**src/rtl/snoop_txn_sequencer.sv**
```systemverilog
// Snoop bus sequencer: round-robin grant, snoop ack collection,
// optional memory access and completion pulse, one transaction at a time.
module snoop_txn_sequencer #(
    parameter int NUM_CPUS = 4,
    parameter int XLEN     = 32,
    parameter int IDW      = $clog2(NUM_CPUS)
) (
    input  logic                           clk,
    input  logic                           rst,
    input  logic [NUM_CPUS-1:0]            req,
    input  logic [NUM_CPUS-1:0][1:0]       req_tx,
    input  logic [NUM_CPUS-1:0][XLEN-1:0]  req_addr,
    output logic [NUM_CPUS-1:0]            gnt,
    output logic                           bus_valid,
    output logic [IDW-1:0]                 bus_src,
    output logic [1:0]                     bus_tx,
    output logic [XLEN-1:0]                bus_addr,
    input  logic [NUM_CPUS-1:0]            snoop_ack,
    input  logic [NUM_CPUS-1:0]            snoop_hit,
    input  logic [NUM_CPUS-1:0]            snoop_supply,
    output logic                           mem_req,
    output logic                           mem_we,
    output logic [XLEN-1:0]                mem_addr,
    input  logic                           mem_resp,
    output logic [NUM_CPUS-1:0]            done,
    output logic                           shared,
    output logic                           busy
);

    localparam logic [1:0] TX_BUSRD  = 2'd0;
    localparam logic [1:0] TX_BUSRDX = 2'd1;
    localparam logic [1:0] TX_FLUSH  = 2'd3;

    typedef enum logic [2:0] {
        S_IDLE,
        S_GRANT,
        S_SNOOP,
        S_MEM,
        S_DONE
    } state_t;

    state_t                state_q, state_d;
    logic [IDW-1:0]        rr_q, rr_d;
    logic [IDW-1:0]        src_q, src_d;
    logic [1:0]            tx_q, tx_d;
    logic [XLEN-1:0]       addr_q, addr_d;
    logic [NUM_CPUS-1:0]   ack_q, ack_d;
    logic [NUM_CPUS-1:0]   hit_q, hit_d;
    logic [NUM_CPUS-1:0]   sup_q, sup_d;
    logic [NUM_CPUS-1:0]   gnt_q, gnt_d;
    logic                  bus_valid_q, bus_valid_d;
    logic                  mem_req_q, mem_req_d;
    logic                  mem_we_q, mem_we_d;
    logic [NUM_CPUS-1:0]   done_q, done_d;
    logic                  shared_q, shared_d;

    logic [IDW-1:0]        pick;
    logic                  found;
    logic [NUM_CPUS-1:0]   self_oh;
    logic [NUM_CPUS-1:0]   others;
    logic                  need_mem;

    // First requester at or after the rotating pointer.
    always_comb begin
        int j;
        pick  = '0;
        found = 1'b0;
        j     = 0;
        for (int i = 0; i < NUM_CPUS; i++) begin
            j = int'(rr_q) + i;
            if (j >= NUM_CPUS) j = j - NUM_CPUS;
            if (!found && req[j]) begin
                found = 1'b1;
                pick  = IDW'(j);
            end
        end
    end

    assign self_oh = NUM_CPUS'(1) << src_q;
    assign others  = ~self_oh;

    always_comb begin
        state_d     = state_q;
        rr_d        = rr_q;
        src_d       = src_q;
        tx_d        = tx_q;
        addr_d      = addr_q;
        ack_d       = ack_q;
        hit_d       = hit_q;
        sup_d       = sup_q;
        gnt_d       = gnt_q;
        bus_valid_d = bus_valid_q;
        mem_req_d   = mem_req_q;
        mem_we_d    = mem_we_q;
        done_d      = '0;
        shared_d    = 1'b0;
        need_mem    = 1'b0;
        unique case (state_q)
            S_IDLE: begin
                if (found) begin
                    src_d   = pick;
                    tx_d    = req_tx[pick];
                    addr_d  = req_addr[pick];
                    gnt_d   = NUM_CPUS'(1) << pick;
                    state_d = S_GRANT;
                end
            end
            S_GRANT: begin
                ack_d       = self_oh;
                hit_d       = '0;
                sup_d       = '0;
                bus_valid_d = 1'b1;
                state_d     = S_SNOOP;
            end
            S_SNOOP: begin
                ack_d = ack_q | (snoop_ack & others);
                hit_d = hit_q | (snoop_hit & snoop_ack & others);
                sup_d = sup_q | (snoop_supply & snoop_ack & others);
                need_mem = (tx_q == TX_FLUSH) ||
                           (((tx_q == TX_BUSRD) || (tx_q == TX_BUSRDX)) &&
                            !(|sup_d));
                if (&ack_d) begin
                    bus_valid_d = 1'b0;
                    if (need_mem) begin
                        mem_req_d = 1'b1;
                        mem_we_d  = (tx_q == TX_FLUSH);
                        state_d   = S_MEM;
                    end else begin
                        done_d   = self_oh;
                        shared_d = (tx_q == TX_BUSRD) && (|hit_d);
                        state_d  = S_DONE;
                    end
                end
            end
            S_MEM: begin
                if (mem_resp) begin
                    mem_req_d = 1'b0;
                    mem_we_d  = 1'b0;
                    done_d    = self_oh;
                    shared_d  = (tx_q == TX_BUSRD) && (|hit_q);
                    state_d   = S_DONE;
                end
            end
            S_DONE: begin
                gnt_d   = '0;
                rr_d    = (src_q == IDW'(NUM_CPUS - 1)) ? '0 : src_q + IDW'(1);
                state_d = S_IDLE;
            end
            default: state_d = S_IDLE;
        endcase
    end

    always_ff @(posedge clk) begin
        if (rst) begin
            state_q     <= S_IDLE;
            rr_q        <= '0;
            src_q       <= '0;
            tx_q        <= '0;
            addr_q      <= '0;
            ack_q       <= '0;
            hit_q       <= '0;
            sup_q       <= '0;
            gnt_q       <= '0;
            bus_valid_q <= 1'b0;
            mem_req_q   <= 1'b0;
            mem_we_q    <= 1'b0;
            done_q      <= '0;
            shared_q    <= 1'b0;
        end else begin
            state_q     <= state_d;
            rr_q        <= rr_d;
            src_q       <= src_d;
            tx_q        <= tx_d;
            addr_q      <= addr_d;
            ack_q       <= ack_d;
            hit_q       <= hit_d;
            sup_q       <= sup_d;
            gnt_q       <= gnt_d;
            bus_valid_q <= bus_valid_d;
            mem_req_q   <= mem_req_d;
            mem_we_q    <= mem_we_d;
            done_q      <= done_d;
            shared_q    <= shared_d;
        end
    end

    assign gnt       = gnt_q;
    assign bus_valid = bus_valid_q;
    assign bus_src   = src_q;
    assign bus_tx    = tx_q;
    assign bus_addr  = addr_q;
    assign mem_req   = mem_req_q;
    assign mem_we    = mem_we_q;
    assign mem_addr  = addr_q;
    assign done      = done_q;
    assign shared    = shared_q;
    assign busy      = (state_q != S_IDLE);

endmodule

```
**config.mk**
```make
export PLATFORM = sky130hd
export DESIGN_NAME = snoop_txn_sequencer
export DESIGN_NICKNAME = d
export VERILOG_FILES = /design/src/rtl/snoop_txn_sequencer.sv
export SDC_FILE = /design/constraint.sdc
export NUM_CORES = 1
export LEC_CHECK = 0
export CORE_MARGIN = 5
export CORE_UTILIZATION = 31
export CTS_CLUSTER_DIAMETER = 30
export DETAILED_ROUTE_END_ITERATION = 8
export PLACE_DENSITY = 0.7
export SETUP_SLACK_MARGIN = 0.02
export SYNTH_ARGS = -nofsm -noshare
export SYNTH_HDL_FRONTEND = slang
export SYNTH_SLANG_ARGS = --single-unit
```
**constraint.sdc**
```tcl
create_clock -name clk -period 2.72 [get_ports clk]
set_clock_uncertainty 0.1 [all_clocks]
set_input_delay 0.408 -clock clk [delete_from_list [all_inputs] [get_ports clk]]
set_output_delay 0.408 -clock clk [all_outputs]
set_load 0.02 [all_outputs]
```
==> results.py <==
metrics = {
    "status": {
        "outcome": "completed",
    },
    "synthesis": {
        "synth_xor_area_share_pct": 0,
        "synth-warning-count": 0,
        "syn_nets": 566,
        "synth_fa_ha_area_share_pct": 2.40,
        "synth_seq_cells": 65,
        "yosys.area_share.simple_pct": 14.1,
        "synthTopCellsByArea": "dfxtp_1, mux2i_1, o221ai_1",
        "yosysTopAreaCellShare_pct": 35.7,
        "netlist_area_mm2": 0.00364,
        "synthFlopType": "dfxtp_1",
        "synth_cell_types": 47,
        "synth_cells": 404,
        "avgSynthCellArea_um2": 9.02,
        "synth_top_family_by_area": "compound AO/OA/AOI/OAI gates",
        "synth_edf_count": 0,
        "muxShareOfSynthArea_pct": 18.4,
        "synth_compound_area_share_pct": 18.9,
        "synth_top_area_cell": "dfxtp_1",
        "async_flop_share_pct": 0,
        "seq_area_frac_synth_pct": 35.7,
    },
    "setup_path": {
        "cp.arrival_ns": 2.44,
        "max_stage_delay_ns": 0.55,
        "end_kind": "register",
        "path_buf_inv": 2,
        "critPathMaxFanout": 30,
        "cp-start-kind": "input pin",
        "cp.required_ns": 2.81,
        "cp_slowest_cell": "clkdlybuf4s50_1",
        "path_delay_family": "buffers and inverters",
        "path_class": "in2reg",
        "worstPathCellList": "clkdlybuf4s50_1, nor2b_1, a2111oi_4, nor2_4, buf_4, mux2i_1, o221ai_1",
    },
    "drt": {
        "wirelength_um": 13700,
        "routed.top_layer": "met4",
        "ant_nets": 0,
        "wl_met3_um": 1090,
        "drt-met1-wl_um": 5260,
        "vias": 3900,
        "first_pass_iters": 5,
        "drc": 0,
        "met2WireLength_um": 6970,
        "via_per_inst": 5.14,
        "drtIter0Drc": 237,
        "avgRoutedWirePerCell_um": 18.1,
    },
    "power": {
        "switchingPower_mw": 1.59,
        "ir_drop_mv": 0.429,
        "sw_frac_of_total_pct": 34.9,
        "p_int_mw": 2.97,
        "p_clk_share_pct": 26.9,
        "power_density_mw_per_mm2": 725,
        "p_leak_nw": 2.56,
        "p_comb_share_pct": 44.0,
        "seq_power_share_pct": 29.1,
    },
    "global_route": {
        "grt_max_degree": 40,
        "grt_pass1_wl_um": 21500,
        "gr-usage-all-layers_pct": 18.7,
        "grt_pass1_vias": 4207,
        "antenna_found_initial": 0,
        "grt_overflow": 0,
    },
    "cts": {
        "clk_latency_ns": 0.32,
        "cts_resized": 0,
        "cts_hold_buf": 0,
        "clkSinkCount": 65,
        "numCtsBuffers": 9,
        "root_buffer": "clkbuf_16",
        "tritoncts": "built",
        "clk_pin_slew_ns": 0.05,
        "clk_path_buf_depth": 2,
        "cts_setup_buffers": 0,
        "cts_max_level": 3,
    },
    "timing": {
        "fin_crit_ns": 2.35,
        "relSlewSlack_pct": 53.0,
        "hold_slack_ns": 0.364,
        "rsz0062_at_grt": "no",
        "finalSetupViolCount": 0,
        "hold_viol": 0,
        "fin_setup_tns_ns": 0,
        "min_period_over_period_pct": 86.5,
        "slew_viol_final": 0,
        "worst_pin_slew_ns": 0.705,
        "fmax_ghz": 0.425,
    },
    "final_layout": {
        "antenna_cells": 0,
        "stdcell_count": 759,
        "drive_gt1_share_pct": 5.84,
        "final_area_mm2": 0.00629,
        "multiInputGateArea_mm2": 0.00197,
        "seq_area_mm2": 0.00130,
        "nets": 774,
        "nFillCells": 1024,
        "area_growth_pct": 72.5,
    },
    "run": {
        "drv_cap": 0,
    },
    "floorplanning": {
        "dieHeight_um": 118,
        "ioPinCount": 236,
        "start_util_pct": 31.8,
        "rows": 39,
        "die_x_um": 118,
        "dieArea_mm2": 0.0140,
        "fp.coreArea_mm2": 0.0115,
    },
    "placed_design": {
        "dpl-instance-area_mm2": 0.00598,
        "dp_hpwl_um": 10900,
        "routabilityCongestion": 0.942,
        "port_buffers": 235,
        "dpl.cell_count": 744,
    },
    "min_path": {
        "hold_class": "reg2reg",
    },
}
[worst paths after layout]
check                                from                        to  slack [ns]  depth (start not counted)
setup / recovery                   req[0]  bus_addr[1]$_SDFFE_PP0P_        0.37                          7
hold reg to reg     ack_q[3]$_SDFFE_PP0P_     ack_q[3]$_SDFFE_PP0P_        0.36                          2
setup reg to reg  bus_src[1]$_SDFFE_PP0P_         shared$_SDFF_PP0_        0.40                          7
hold / removal      ack_q[3]$_SDFFE_PP0P_     ack_q[3]$_SDFFE_PP0P_        0.36                          2
[cell families (layout without fill, tap and decap cells)]
| logic type | Yosys count | in the layout |
|---|---|---|
| muxes | 67 | 67 |
| adders and majority gates | 7 | 7 |
| and+or+nand+nor | 114 | 114 |
| AOI/OAI and AO/OA | 88 | 88 |
| DFF | 65 | 65 |
| buffers and inverters | 63 | 275 |
[cell type report]
type | count | share of cell area (%)
flip-flops and latches | 65 | 20.7
clock inverters | 3 | 1.03
multi-input cells | 276 | 31.3
clock buffers | 12 | 3.92
repair buffers | 250 | 39.6
inverters | 10 | 0.597
well taps | 143 | 2.85
[cell usage after synthesis, types with 2 or more instances]
cell       count
nor2_2         2
mux2i_1       67
o21ai_0        3
or3_1          2
nand3_1        9
nand2b_1       3
a21oi_1       20
nor2_1        23
o22a_1         2
nor2b_1        5
a2111oi_0      2
ha_1           7
dfxtp_1       65
inv_1         10
and2_1         2
buf_2         11
nand2_1       50
a22oi_1        4
o221ai_1      34
nand4_1        3
buf_4         33
a31oi_1        7
nor3_1         9
clkbuf_1       8
[power groups by stage]
stage,Sequential (mW),Clock [mW],Combinational (mW)
after floorplan,1.48,0,0.954
after global placement,1.34,0,1.99
after detailed placement,1.34,0,2.01
after CTS,1.33,1.25,2.02
after global routing,1.35,1.30,2.14
final,1.33,1.23,2.00
[through the flow]
stage                     setup slack (ns)  power (mW)  util, %
final                                0.366        4.56     54.8
after floorplan                      0.497        2.43        -
after detailed placement            0.0347        3.35     52.1
after global placement               0.192        3.33     52.1
after global routing                 0.254        4.79     54.8
after CTS                            0.361        4.60     54.8
[cells in the final DEF, fill, tap and decap left out, types with 9 or more instances in the layout]
cell | synthesis | final
nand2_1 | 50 | 50
a21oi_1 | 20 | 20
buf_4 | 33 | 13
clkbuf_16 | 0 | 9
inv_1 | 10 | 10
clkdlybuf4s50_1 | 0 | 235
dfxtp_1 | 65 | 65
nand3_1 | 9 | 9
nor3_1 | 9 | 9
o221ai_1 | 34 | 34
nor2_1 | 23 | 22
mux2i_1 | 67 | 67
[state kept, by name, indices dropped and copies added, names as in the netlist, 2 cells and up]
signal,count
sup_q,4
bus_addr,32
done,4
hit_q,4
bus_tx,2
state_q,3
gnt,4
rr_q,2
ack_q,4
bus_src,2
[tightest hold or removal path: stages, from the launching register on]
cell and delay, ns:
dfxtp_1 0.31, nand2_1 0.05, a21oi_1 0.05
[layer usage]
metal	vias to the layer above	global-route usage [%]
li1	1874	-
met3	36	5.44
met4	0	7.44
met2	193	33.5
met5	-	0
met1	1797	20.6
No activity file was read; power rests on OpenSTA's default activity.
